$ cat config.mk
export PLATFORM = sky130hd
export DESIGN_NAME = nipcb_rec_packer_flat
export DESIGN_NICKNAME = d
export VERILOG_FILES = /design/src/rtl/nipcb_rec_packer_if.sv /design/src/rtl/nipcb_rec_packer.sv /design/src/flat_wrapper.sv
export SDC_FILE = /design/constraint.sdc
export NUM_CORES = 1
export LEC_CHECK = 0
export BUFFER_PORTS_ARGS = -buffer_cell sky130_fd_sc_hd__buf_2
export CAP_MARGIN = 20
export CORE_MARGIN = 2
export CORE_UTILIZATION = 40
export DETAILED_ROUTE_END_ITERATION = 10
export SLEW_MARGIN = 15
export SYNTH_ARGS = -nofsm -noshare
export SYNTH_HDL_FRONTEND = slang
export SYNTH_SLANG_ARGS = --single-unit
$ cat constraint.sdc
create_clock -name clk -period 7.18 [get_ports clk]
set_input_delay 0.718 -clock clk [delete_from_list [all_inputs] [get_ports clk]]
set_output_delay 0.718 -clock clk [all_outputs]
set_load 0.005 [all_outputs]
$ cat src/rtl/nipcb_rec_packer_if.sv
// nipcb_rec_packer_if: recording-FIFO read port and packet stream
// bundled between the packer and its surroundings.
interface nipcb_rec_packer_if;
  logic        fifo_rd_en;
  logic [31:0] fifo_dout;
  logic        fifo_empty;
  logic [31:0] m_tdata;
  logic        m_tvalid;
  logic        m_tready;
  logic        m_tlast;

  modport master (
    output fifo_rd_en,
    input  fifo_dout,
    input  fifo_empty,
    output m_tdata,
    output m_tvalid,
    output m_tlast,
    input  m_tready
  );

  modport slave (
    input  fifo_rd_en,
    output fifo_dout,
    output fifo_empty,
    input  m_tdata,
    input  m_tvalid,
    input  m_tlast,
    output m_tready
  );
endinterface

$ cat src/rtl/nipcb_rec_packer.sv
// nipcb_rec_packer: drains a recording FIFO into SYNC-headed stream
// packets of up to N words, flushing partial packets on idle timeout.
module nipcb_rec_packer #(
  parameter int         PKT_MAX = 16,
  parameter logic [7:0] SYNC    = 8'hA5
) (
  input  logic        clk,
  input  logic        rstn,
  input  logic        enable,
  input  logic        clear,
  input  logic [7:0]  cfg_pkt_words,
  input  logic [31:0] cfg_timeout,
  output logic [7:0]  seq,
  output logic        busy,
  nipcb_rec_packer_if.master bus
);
  localparam int AW = $clog2(PKT_MAX);
  localparam int CW = AW + 1;
  localparam logic [CW-1:0] PMAX = CW'(PKT_MAX);
  localparam logic [AW-1:0] A0 = '0;

  typedef enum logic [1:0] {IDLE, FILL, HDR, PAYLOAD} state_t;
  state_t state_q, state_d;

  logic [31:0]   mem [PKT_MAX];
  logic [CW-1:0] n_q, n_cfg;
  logic [CW-1:0] fill_q, idx_q, idx_nx;
  logic [31:0]   timer_q;
  logic [7:0]    seq_q;
  logic          rd_q, rd_en;
  logic          hs, to_hdr, to_idle;
  logic [31:0]   hdr;
  logic [31:0]   tdata_q;
  logic          tvalid_q, tlast_q;

  always_comb begin
    n_cfg = CW'(cfg_pkt_words);
    if (cfg_pkt_words == 8'd0)
      n_cfg = CW'(1);
    else if ({1'b0, cfg_pkt_words} > 9'(PKT_MAX))
      n_cfg = PMAX;
  end

  assign hs     = tvalid_q & bus.m_tready;
  assign idx_nx = idx_q + CW'(1);
  assign hdr    = {SYNC, seq_q, 8'h00, 8'(fill_q)};

  assign to_hdr = (state_q == FILL) && !rd_q
                && (fill_q != '0)
                && ((fill_q == n_q)
                 || ((cfg_timeout != '0)
                  && (timer_q >= cfg_timeout)));

  assign to_idle = (state_q == FILL) && !enable
                 && (fill_q == '0) && !rd_q;

  // Reads are withheld on the leaving cycle so no word lands
  // after the header has already latched the fill count.
  assign rd_en = rstn && !clear
               && (state_q == FILL)
               && !bus.fifo_empty
               && ((fill_q + CW'(rd_q)) < n_q)
               && !to_hdr && !to_idle;

  always_comb begin
    state_d = state_q;
    unique case (state_q)
      IDLE:    if (enable) state_d = FILL;
      FILL: begin
        if (to_hdr)       state_d = HDR;
        else if (to_idle) state_d = IDLE;
      end
      HDR:     if (hs) state_d = PAYLOAD;
      PAYLOAD: begin
        if (hs && tlast_q)
          state_d = enable ? FILL : IDLE;
      end
      default: state_d = IDLE;
    endcase
    if (clear) state_d = IDLE;
  end

  always_ff @(posedge clk) begin
    if (!rstn) state_q <= IDLE;
    else       state_q <= state_d;
  end

  always_ff @(posedge clk) begin
    if (rstn && !clear && rd_q)
      mem[fill_q[AW-1:0]] <= bus.fifo_dout;
  end

  always_ff @(posedge clk) begin
    if (!rstn) begin
      rd_q     <= 1'b0;
      fill_q   <= '0;
      idx_q    <= '0;
      timer_q  <= '0;
      seq_q    <= '0;
      n_q      <= CW'(1);
      tdata_q  <= '0;
      tvalid_q <= 1'b0;
      tlast_q  <= 1'b0;
    end else if (clear) begin
      rd_q     <= 1'b0;
      fill_q   <= '0;
      idx_q    <= '0;
      timer_q  <= '0;
      seq_q    <= '0;
      tvalid_q <= 1'b0;
      tlast_q  <= 1'b0;
    end else begin
      rd_q <= rd_en;
      unique case (state_q)
        IDLE: begin
          if (enable) begin
            fill_q  <= '0;
            timer_q <= '0;
            n_q     <= n_cfg;
          end
        end
        FILL: begin
          if (rd_q) begin
            fill_q  <= fill_q + CW'(1);
            timer_q <= '0;
          end else if (fill_q != '0 && timer_q != '1) begin
            timer_q <= timer_q + 32'd1;
          end
          if (to_hdr) begin
            tdata_q  <= hdr;
            tvalid_q <= 1'b1;
            tlast_q  <= 1'b0;
          end
        end
        HDR: begin
          if (hs) begin
            idx_q   <= '0;
            tdata_q <= mem[A0];
            tlast_q <= (fill_q == CW'(1));
          end
        end
        PAYLOAD: begin
          if (hs && tlast_q) begin
            tvalid_q <= 1'b0;
            tlast_q  <= 1'b0;
            seq_q    <= seq_q + 8'd1;
            fill_q   <= '0;
            timer_q  <= '0;
            idx_q    <= '0;
            n_q      <= n_cfg;
          end else if (hs) begin
            idx_q   <= idx_nx;
            tdata_q <= mem[idx_nx[AW-1:0]];
            tlast_q <= ((idx_nx + CW'(1)) == fill_q);
          end
        end
        default: ;
      endcase
    end
  end

  assign bus.fifo_rd_en = rd_en;
  assign bus.m_tdata    = tdata_q;
  assign bus.m_tvalid   = tvalid_q;
  assign bus.m_tlast    = tlast_q;
  assign seq            = seq_q;
  assign busy           = (state_q != IDLE);
endmodule

$ cat src/flat_wrapper.sv
// flat-port wrapper written by rule: the top's interface ports become plain ports
module nipcb_rec_packer_flat 
#(
  parameter int         PKT_MAX = 16,
  parameter logic [7:0] SYNC    = 8'hA5
)
  (clk, rstn, enable, clear, cfg_pkt_words, cfg_timeout, seq, busy, bus_fifo_rd_en, bus_fifo_dout, bus_fifo_empty, bus_m_tdata, bus_m_tvalid, bus_m_tlast, bus_m_tready);
  nipcb_rec_packer_if bus_i ();
  input  logic clk;
  input  logic rstn;
  input  logic enable;
  input  logic clear;
  input  logic [7:0] cfg_pkt_words;
  input  logic [31:0] cfg_timeout;
  output logic [7:0] seq;
  output logic busy;
  output wire logic [$bits(bus_i.fifo_rd_en)-1:0] bus_fifo_rd_en;
  input wire logic [$bits(bus_i.fifo_dout)-1:0] bus_fifo_dout;
  input wire logic [$bits(bus_i.fifo_empty)-1:0] bus_fifo_empty;
  output wire logic [$bits(bus_i.m_tdata)-1:0] bus_m_tdata;
  output wire logic [$bits(bus_i.m_tvalid)-1:0] bus_m_tvalid;
  output wire logic [$bits(bus_i.m_tlast)-1:0] bus_m_tlast;
  input wire logic [$bits(bus_i.m_tready)-1:0] bus_m_tready;
  assign bus_fifo_rd_en = bus_i.fifo_rd_en;
  assign bus_i.fifo_dout = bus_fifo_dout;
  assign bus_i.fifo_empty = bus_fifo_empty;
  assign bus_m_tdata = bus_i.m_tdata;
  assign bus_m_tvalid = bus_i.m_tvalid;
  assign bus_m_tlast = bus_i.m_tlast;
  assign bus_i.m_tready = bus_m_tready;
  nipcb_rec_packer #(.PKT_MAX(PKT_MAX), .SYNC(SYNC)) u_core (.clk(clk), .rstn(rstn), .enable(enable), .clear(clear), .cfg_pkt_words(cfg_pkt_words), .cfg_timeout(cfg_timeout), .seq(seq), .busy(busy), .bus(bus_i));
endmodule
After elaboration in Yosys (flattened, before gate mapping)
Memory sizes are Yosys's and may differ from the RTL's.
Cells that the tools add are included.
{"block": "classes", "addsub": 6, "n_lt_le_gt_ge": 3, "eq_ne": 17, "n_mux": 40, "bitwise": 3, "n_reduce_logical": 44}
{"op": "2-to-1 mux 32 bit", "n": 8}
{"op": "case mux 32 bit (3 select lines)", "n": 2}
{"op": "2-to-1 mux 5 bit", "n": 10}
{"op": "adder 32 x 1 -> 32 bit, second input constant", "n": 1}
{"op": ">= comparator 32 bit", "n": 1}
{"op": "inequality test 32 bit, second input constant", "n": 1}
{"op": "nonzero test 32 bit", "n": 1}
{"op": "case mux 5 bit (2 select lines)", "n": 2}
{"op": "AND reduction 4 bit", "n": 5}
{"op": "logical AND 1 bit", "n": 16}
{"op": "adder 5 x 1 -> 5 bit, second input constant", "n": 3}
{"op": "case mux 5 bit (3 select lines)", "n": 1}
{"op": "== test 5 bit", "n": 2}
{"op": "2-to-1 mux 2 bit", "n": 5}
{"op": "inequality test 2 x 1 -> 1 bit, second input constant", "n": 5}
{"op": "2-to-1 mux 1 bit", "n": 9}
{"op": "adder 8 x 1 -> 8 bit, second input constant", "n": 1}
{"op": "> comparator 8 x 5 -> 1 bit, second input constant", "n": 1}
{"op": "logical NOT 8 bit", "n": 1}
{"op": "case mux 2 bit (4 select lines)", "n": 1}
{"op": "nonzero test 2 bit", "n": 4}
{"op": "logical NOT 1 bit", "n": 6}
{"op": "inequality test 3 x 1 -> 1 bit, second input constant", "n": 2}
{"op": "AND reduction 3 bit", "n": 2}
{"op": "19 further kinds", "n": 23}
{"block": "totals", "reg_bits": 92, "mem_bits_rw": 512, "inputBits": 78, "out_inout_bits": 44, "wordCells": 124, "mem_count": 1}
{"memory": "u_core.mem", "words": 16, "word_bits": 32, "rd": 2, "rd_ports_with_merged_regs": 0, "write_ports": 1, "line": "nipcb_rec_packer.sv:25", "source": "logic [31:0] mem [PKT_MAX];"}

Depth between registers and ports, before layout
Gate-level depths: netlist of the first run.
{"block": "depth", "ltp_word": 7, "mapped_depth": 12, "mapped_depth_nobuf": 9}

Worst setup path before layout of the first run
Ideal clock, no wire load.
{"block": "synth_path", "path_type": "in2reg", "startpoint": "in rstn", "endpoint": "mem u_core.mem[12][0] (enable)", "setup_time_ps": 421, "arrival_time_ps": 3042, "required_time_ps": 6759, "setup_slack_ps": 3717, "stages": 5, "n_path_buf": 1, "path_cell_list": "clkbuf_1 clkinv_1 nor2_1 nand3_1 nor2_1"}
{"block": "synth_via", "elab_chain_cells": 4}
{"element": "start, declared", "line": "flat_wrapper.sv:10", "source": "input logic rstn;"}
{"element": "logical AND 1 bit (2 in series)", "line": "nipcb_rec_packer.sv:89", "source": "if (rstn && !clear && rd_q)"}
{"element": "2-to-1 mux 1 bit", "line": "nipcb_rec_packer.sv:89"}
{"element": "2-to-1 mux 1 bit (implied by the code)", "line": "nipcb_rec_packer.sv:90", "source": "mem[fill_q[AW-1:0]] <= bus.fifo_dout;"}
{"element": "end, declared", "line": "nipcb_rec_packer.sv:25"}
Every way passes these cells.

Worst setup path after layout of the first run
{"block": "layout_path", "startpoint": "reg u_core.timer_q[0]", "endpoint": "out bus_fifo_rd_en"}
{"block": "layout_via", "elab_chain_cells": 7}
{"element": "start, declared", "line": "nipcb_rec_packer.sv:28", "source": "logic [31:0] timer_q;"}
{"element": "start signal, assigned", "line": "nipcb_rec_packer.sv:127", "source": "timer_q <= timer_q + 32'd1;"}
{"element": ">= comparator 32 bit", "line": "nipcb_rec_packer.sv:52", "source": "&& (timer_q >= cfg_timeout)));"}
{"element": "logical AND 1 bit", "line": "nipcb_rec_packer.sv:52"}
{"element": "logical OR 1 bit", "line": "nipcb_rec_packer.sv:51", "source": "|| ((cfg_timeout != '0)"}
{"element": "logical AND 1 bit", "line": "nipcb_rec_packer.sv:50", "source": "&& ((fill_q == n_q)"}
{"element": "logical NOT 1 bit", "line": "nipcb_rec_packer.sv:63", "source": "&& !to_hdr && !to_idle;"}
{"element": "logical AND 1 bit (2 in series)", "line": "nipcb_rec_packer.sv:63"}
{"element": "end, declared", "line": "flat_wrapper.sv:17", "source": "output wire logic [$bits(bus_i.fifo_rd_en)-1:0] bus_fifo_rd_en;"}
Every way passes these cells.

==> flow_metrics.tcl, run 1 <==
set metrics [dict create \
    grt_max_degree 131 \
    synth_edf_count 512 \
    viasPerCell 5.59 \
    gr-total-overflow 0 \
    fillers 5437 \
    post-cts-setup-buffers 0 \
    cp-start-kind "flip-flop" \
    antenna_left 0 \
    clock_skew_ns 0.0339 \
    drc 0 \
    drt_iter0_markers 1259 \
    area_delta_synth_final_pct 14.4 \
    p_comb_share_pct 1.9 \
    fin_util_pct 46.1 \
    synth.area.top_cells "edfxtp_1, mux4_2, dfxtp_1" \
    h-tree-depth 2 \
    gp_congestion 0.830 \
    synth.top_cell.area_share_pct 60.6 \
    drt_pass1_iterations 5 \
    die_area_um2 65400 \
    pwr-share-clk_pct 44.2 \
    synth_cell_type_count 65 \
    leakage_nw 9.58 \
    ios 122 \
    timing.fmax_mhz 248 \
    diodes 0 \
    crit_path_end_kind "primary output" \
    p_int_mw 5.63 \
    setup_viol 0 \
    start_util_pct 40.3 \
    synthesis.area_um2 25400 \
    max-cap-violations 0 \
    dieWidth_um 256 \
    cts_tree "done" \
    wl_per_cell_um 24.7 \
    cts.path.max_buffers 3 \
    status "finished clean" \
    ys_seq_area_share_pct 67.9 \
    grt_first_pass_wirelength_mm 93.2 \
    crit_required_ns 6.46 \
    finish.net_count 1727 \
    ir_drop_v 0.000266 \
    post-route-period-util_pct 56.1 \
    portBuffers 121 \
    crit_fanout 6 \
    seq_power_share_pct 53.9 \
    std_cell_rows 92 \
    synth_top_area_cell "edfxtp_1" \
    syn_avg_cell_area_um2 17.3 \
    synth-main-ff-cell "edfxtp_1" \
    grt.total_usage_pct 19.0 \
    syn_inst 1465 \
    antenna_found_initial 6 \
    wl_mm 61.8 \
    cts_buffers 61 \
    hp-class "in2reg" \
    swShare_pct 20.2 \
    synth.ff_latch_count 604 \
    insertion_delay_ns 0.64 \
    hpwl_mm 37.1 \
    cts_hold_buf 0 \
    slew_viol_final 0 \
    p_switching_mw 1.42 \
    cp_data_arrival_time_ns 3.31 \
    rsz0062_at_grt "false" \
    worst_slew_pin_slew_ns 0.967 \
    clock-root-buffer "clkbuf_16" \
    core-area_um2 62900 \
    crit_type "reg2out" \
    clk_pin_slew_ns 0.06 \
    synthesis.nets 1590 \
    synth_async_sr_flop_share_pct 0 \
    cts_resized 0 \
    min_period_ns 4.03 \
    fin_setup_tns_ns 0 \
    vias 13965 \
    slew-limit-headroom_pct 35.5 \
    pwr_density_cell_nw_per_um2 243 \
    drive_above_1_share_pct 28.2 \
    cts_num_sinks 604 \
    die_h_um 256 \
    first_global_vias 14249 \
    yosysWarnings 0 \
    hold_viol 0 \
]
==> worst paths after layout <==
path                                        startpoint                     end  slack [ns]  depth (start not counted)
worst min register to register  u_core.bus.m_tdata[10]  u_core.bus.m_tdata[10]        0.48                          2
worst max-delay path                 u_core.timer_q[0]          bus_fifo_rd_en        3.15                         10
worst min-delay path                  cfg_pkt_words[1]           u_core.n_q[1]        0.40                          3
worst max register to register         u_core.idx_q[0]  u_core.bus.m_tdata[26]        3.43                          8
==> kinds of logic after synthesis <==
kind of cell / count (synthesis) / share of synthesized area (%)
simple gates: 266 / 5.35
xor+xnor: 50 / 1.73
flops: 604 / 67.9
compound gates: 176 / 4.91
buf+inv: 139 / 2.58
fa+ha+maj: 47 / 2.32
mux: 183 / 15.2
==> power groups by stage <==
stage | clock network (mW) | logic [mW] | registers (mW)
6_report | 3.12 | 0.134 | 3.80
5_1_grt | 3.32 | 0.148 | 3.80
4_1_cts | 3.20 | 0.133 | 3.80
3_5_place_dp | 0 | 0.132 | 3.87
3_3_place_gp | 0 | 0.128 | 3.87
2_1_floorplan | 0 | 0.0475 | 3.88
==> flip-flops by register name (all words and copies together) (netlist names), named ones only <==
signal,count
u_core.bus.m_tdata,32
u_core.bus.m_tlast,1
u_core.bus.m_tvalid,1
u_core.fill_q,5
u_core.idx_q,5
u_core.mem,512
u_core.n_q,5
u_core.rd_q,1
u_core.seq,8
u_core.state_q,1
u_core.timer_q,32
==> per-stage QoR <==
| stage | instance area [um^2] | hold WS (ns) | worst slack (ns) | power, mW | instances |
|---|---|---|---|---|---|
| after floorplan | 25400 | 0.451 | 3.72 | 3.92 | 1465 |
| after global placement | 27000 | 0.483 | 3.24 | 4.00 | 2383 |
| after detailed placement | 27000 | 0.476 | 3.11 | 4.01 | 2384 |
| after CTS | 29000 | 0.351 | 3.15 | 7.13 | 2497 |
| after global routing | 29000 | 0.375 | 2.95 | 7.26 | 2498 |
| final | 29000 | 0.398 | 3.15 | 7.05 | 2498 |
==> area by class of cell <==
class,instances,area [um^2],area share (%)
Timing Repair Buffer,149,846,2.92
Inverter,64,240,0.828
Clock buffer,81,1650,5.70
Clock inverter,32,318,1.10
Sequential cell,604,17200,59.4
Tap cell,846,1060,3.65
Multi-Input combinational cell,722,7660,26.4
==> critical path: stages, from the launching register on <==
cell and delay (ns):
dfxtp_1 0.44, inv_1 0.10, ha_1 0.28, nand2b_1 0.14, a2111o_1 0.40, a311oi_1 0.38, o211ai_2 0.21, o21bai_1 0.25
a21o_1 0.20, and3_1 0.15, buf_2 0.14
==> metal layers <==
metal / global-route usage [%] / vias up / wire (um)
li1: - / 6139 / -
met1: 26.3 / 7283 / 26700
met2: 31.1 / 448 / 29800
met3: 3.68 / 89 / 4000
met4: 4.40 / 6 / 1230
met5: 0 / - / 34
==> Yosys cell counts, drive strengths merged (2+ instances only) <==
library cell and instances:
a21o 4, edfxtp 512, inv 63, a221oi 2, o21ai 56, a22oi 4, mux4 160, nand3 29
and4 8, a31oi 4, nor2b 4, nor3b 3, nand4 31, and2 3, a311oi 2, buf 36
mux2 15, o21bai 2, xor2 20, o2111ai 2, nand2b 6, or3 8, o211a 3, mux2i 8
nand2 48, dfxtp 92, o211ai 17, o41ai 13, or4 3, clkbuf 39, ha 47, a21oi 58
nor3 19, or2 4, xnor2 30, nor2 77, nor4 12, and3 8
==> cell usage in the layout, fill, tap and decap left out, types with 10 or more instances in the layout <==
master,Yosys,routed
xor2_1,20,18
nand4_1,31,31
nor3_1,19,19
mux2_2,15,15
a21oi_1,56,56
o21ai_0,55,55
edfxtp_1,512,512
inv_1,63,63
dfxtp_1,92,89
o211ai_2,10,10
xnor2_1,30,30
ha_1,47,46
buf_2,15,122
o41ai_2,13,13
nor2_1,76,60
clkinv_1,1,13
nand3_1,29,29
buf_4,4,24
clkbuf_16,0,62
nor2_4,0,16
mux4_2,159,159
nand2_1,48,48
clkbuf_1,38,16
nor4_1,10,10
Power figures use the tool's default switching activity.
==> run 2, diff against run 1 <==
==> constraint.sdc (replaced) <==
create_clock -name clk -period 4.1 [get_ports clk]
set_input_delay 0.41 -clock clk [delete_from_list [all_inputs] [get_ports clk]]
set_output_delay 0.41 -clock clk [all_outputs]
set_load 0.005 [all_outputs]
==> flow_metrics.tcl, run 2 (synthesis results as in run 1) <==
set metrics [dict create \
    status "finished clean" \
    cts_num_sinks 604 \
    drive_above_1_share_pct 30.2 \
    drc 0 \
    hpwl_mm 38.5 \
    crit_required_ns 3.69 \
    critPathSlowestCell "dfxtp_1" \
    wl_mm 63.1 \
    gr-total-overflow 0 \
    pwr_density_cell_nw_per_um2 435 \
    hp-class "in2reg" \
    gp_congestion 0.857 \
    largest_register_ffs 512 \
    portBuffers 121 \
    post-route-period-util_pct 92.6 \
    setup_viol 0 \
    clock_skew_ns 0.0207 \
    post-cts-setup-buffers 0 \
    wl_per_cell_um 25.1 \
    insertion_delay_ns 0.63 \
    grt_max_degree 70 \
    cp_data_arrival_time_ns 3.39 \
    crit_type "reg2out" \
    viasPerCell 5.59 \
    worstPathCellList "inv_1 > ha_1 > nand2b_1 > a2111o_1 > a311oi_1 > o211ai_2 > o21bai_1 > a21o_1 > and3_1 > buf_2" \
    first_global_vias 14177 \
    grt_first_pass_wirelength_mm 94.2 \
    hold_viol 0 \
    cts_resized 0 \
    std_cell_rows 92 \
    final_cell_mix "edfxtp_1, mux4_2, buf_2" \
    fin_setup_tns_ns 0 \
    drt_pass1_iterations 5 \
    die_area_um2 65400 \
    cts_hold_buf 0 \
    clk_pin_slew_ns 0.06 \
    slew_viol_final 0 \
    die_h_um 256 \
    path_delay_family "compound AO/OA/AOI/OAI gates" \
    crit_fanout 6 \
    vias 14077 \
    timing.fmax_mhz 263 \
    grt.total_usage_pct 19.2 \
    cp.buffers_inverters 2 \
    fin_util_pct 46.8 \
    h-tree-depth 2 \
    area_delta_synth_final_pct 15.9 \
    dieWidth_um 256 \
    power_mw 12.8 \
    final_common_cell "edfxtp_1" \
    cp-start-kind "flip-flop" \
    place_inst 2402 \
    rsz0062_at_grt "false" \
    antenna_left 0 \
    drt_iter0_markers 1267 \
    slew-limit-headroom_pct 39.7 \
    cts.path.max_buffers 3 \
    antenna_found_initial 3 \
    worst_path_largest_cell_delay_ns 0.45 \
    diodes 0 \
    max-cap-violations 0 \
    core-area_um2 62900 \
    cts_tree "done" \
    cts_buffers 60 \
    finish.net_count 1744 \
    instances_no_fill 2517 \
    worst_slew_pin_slew_ns 0.904 \
    hold_slack_ns 0.0960 \
    crit_path_end_kind "primary output" \
    leakage_nw 9.78 \
    start_util_pct 40.3 \
    clock-root-buffer "clkbuf_16" \
    ir_drop_v 0.000355 \
    min_period_ns 3.80 \
    ios 122 \
]
## run 2: worst paths after layout
kind | cells past startpoint | slack, ns | to | startpoint
worst max-delay path | 10 | 0.30 | bus_fifo_rd_en | u_core.timer_q[0]
worst min-delay path | 3 | 0.1 | u_core.n_q[1] | cfg_pkt_words[1]
worst max register to register | 10 | 1.08 | u_core.bus.m_tdata[20] | u_core.timer_q[0]
worst min register to register | 2 | 0.49 | u_core.n_q[2] | u_core.n_q[2]
## run 2: cell type report
cell class / instances / area (um^2)
tap: 846 / 1060
clock buffer: 72 / 1610
inverter: 64 / 240
fill: 5345 / 33500
sequential: 604 / 17200
timing repair buffer: 167 / 1070
clock inverter: 42 / 531
multi-input combinational: 722 / 7670
## run 2: metrics by stage
stage	worst slack [ns]	cell area, um^2
after global placement	0.945	27200
after global routing	0.0769	29400
after CTS	0.291	29400
after floorplan	0.945	25400
after detailed placement	0.912	27200
final	0.303	29400
## run 2: worst reg2reg max path: cells and delay by family, from the launching register on
kind	cells	cell delay, ns
adders and majority gates	1	0.27
and+or+nand+nor	1	0.14
buffers and inverters	2	0.49
DFF	1	0.45
AOI/OAI and AO/OA	6	1.57
## run 2: power breakdown
group	switching (mW)	internal, mW	total (mW)
logic	0.172	0.0615	0.233
registers	0.00350	6.65	6.65
clock network	2.39	3.51	5.90
total	2.57	10.2	12.8
## run 2: metal layers
metal,up-vias,track usage [%],wire length [um]
met5,-,0,15
met3,79,3.28,3790
met1,7354,27.5,28300
li1,6167,-,-
met2,473,30.8,29800
met4,4,4.87,1170
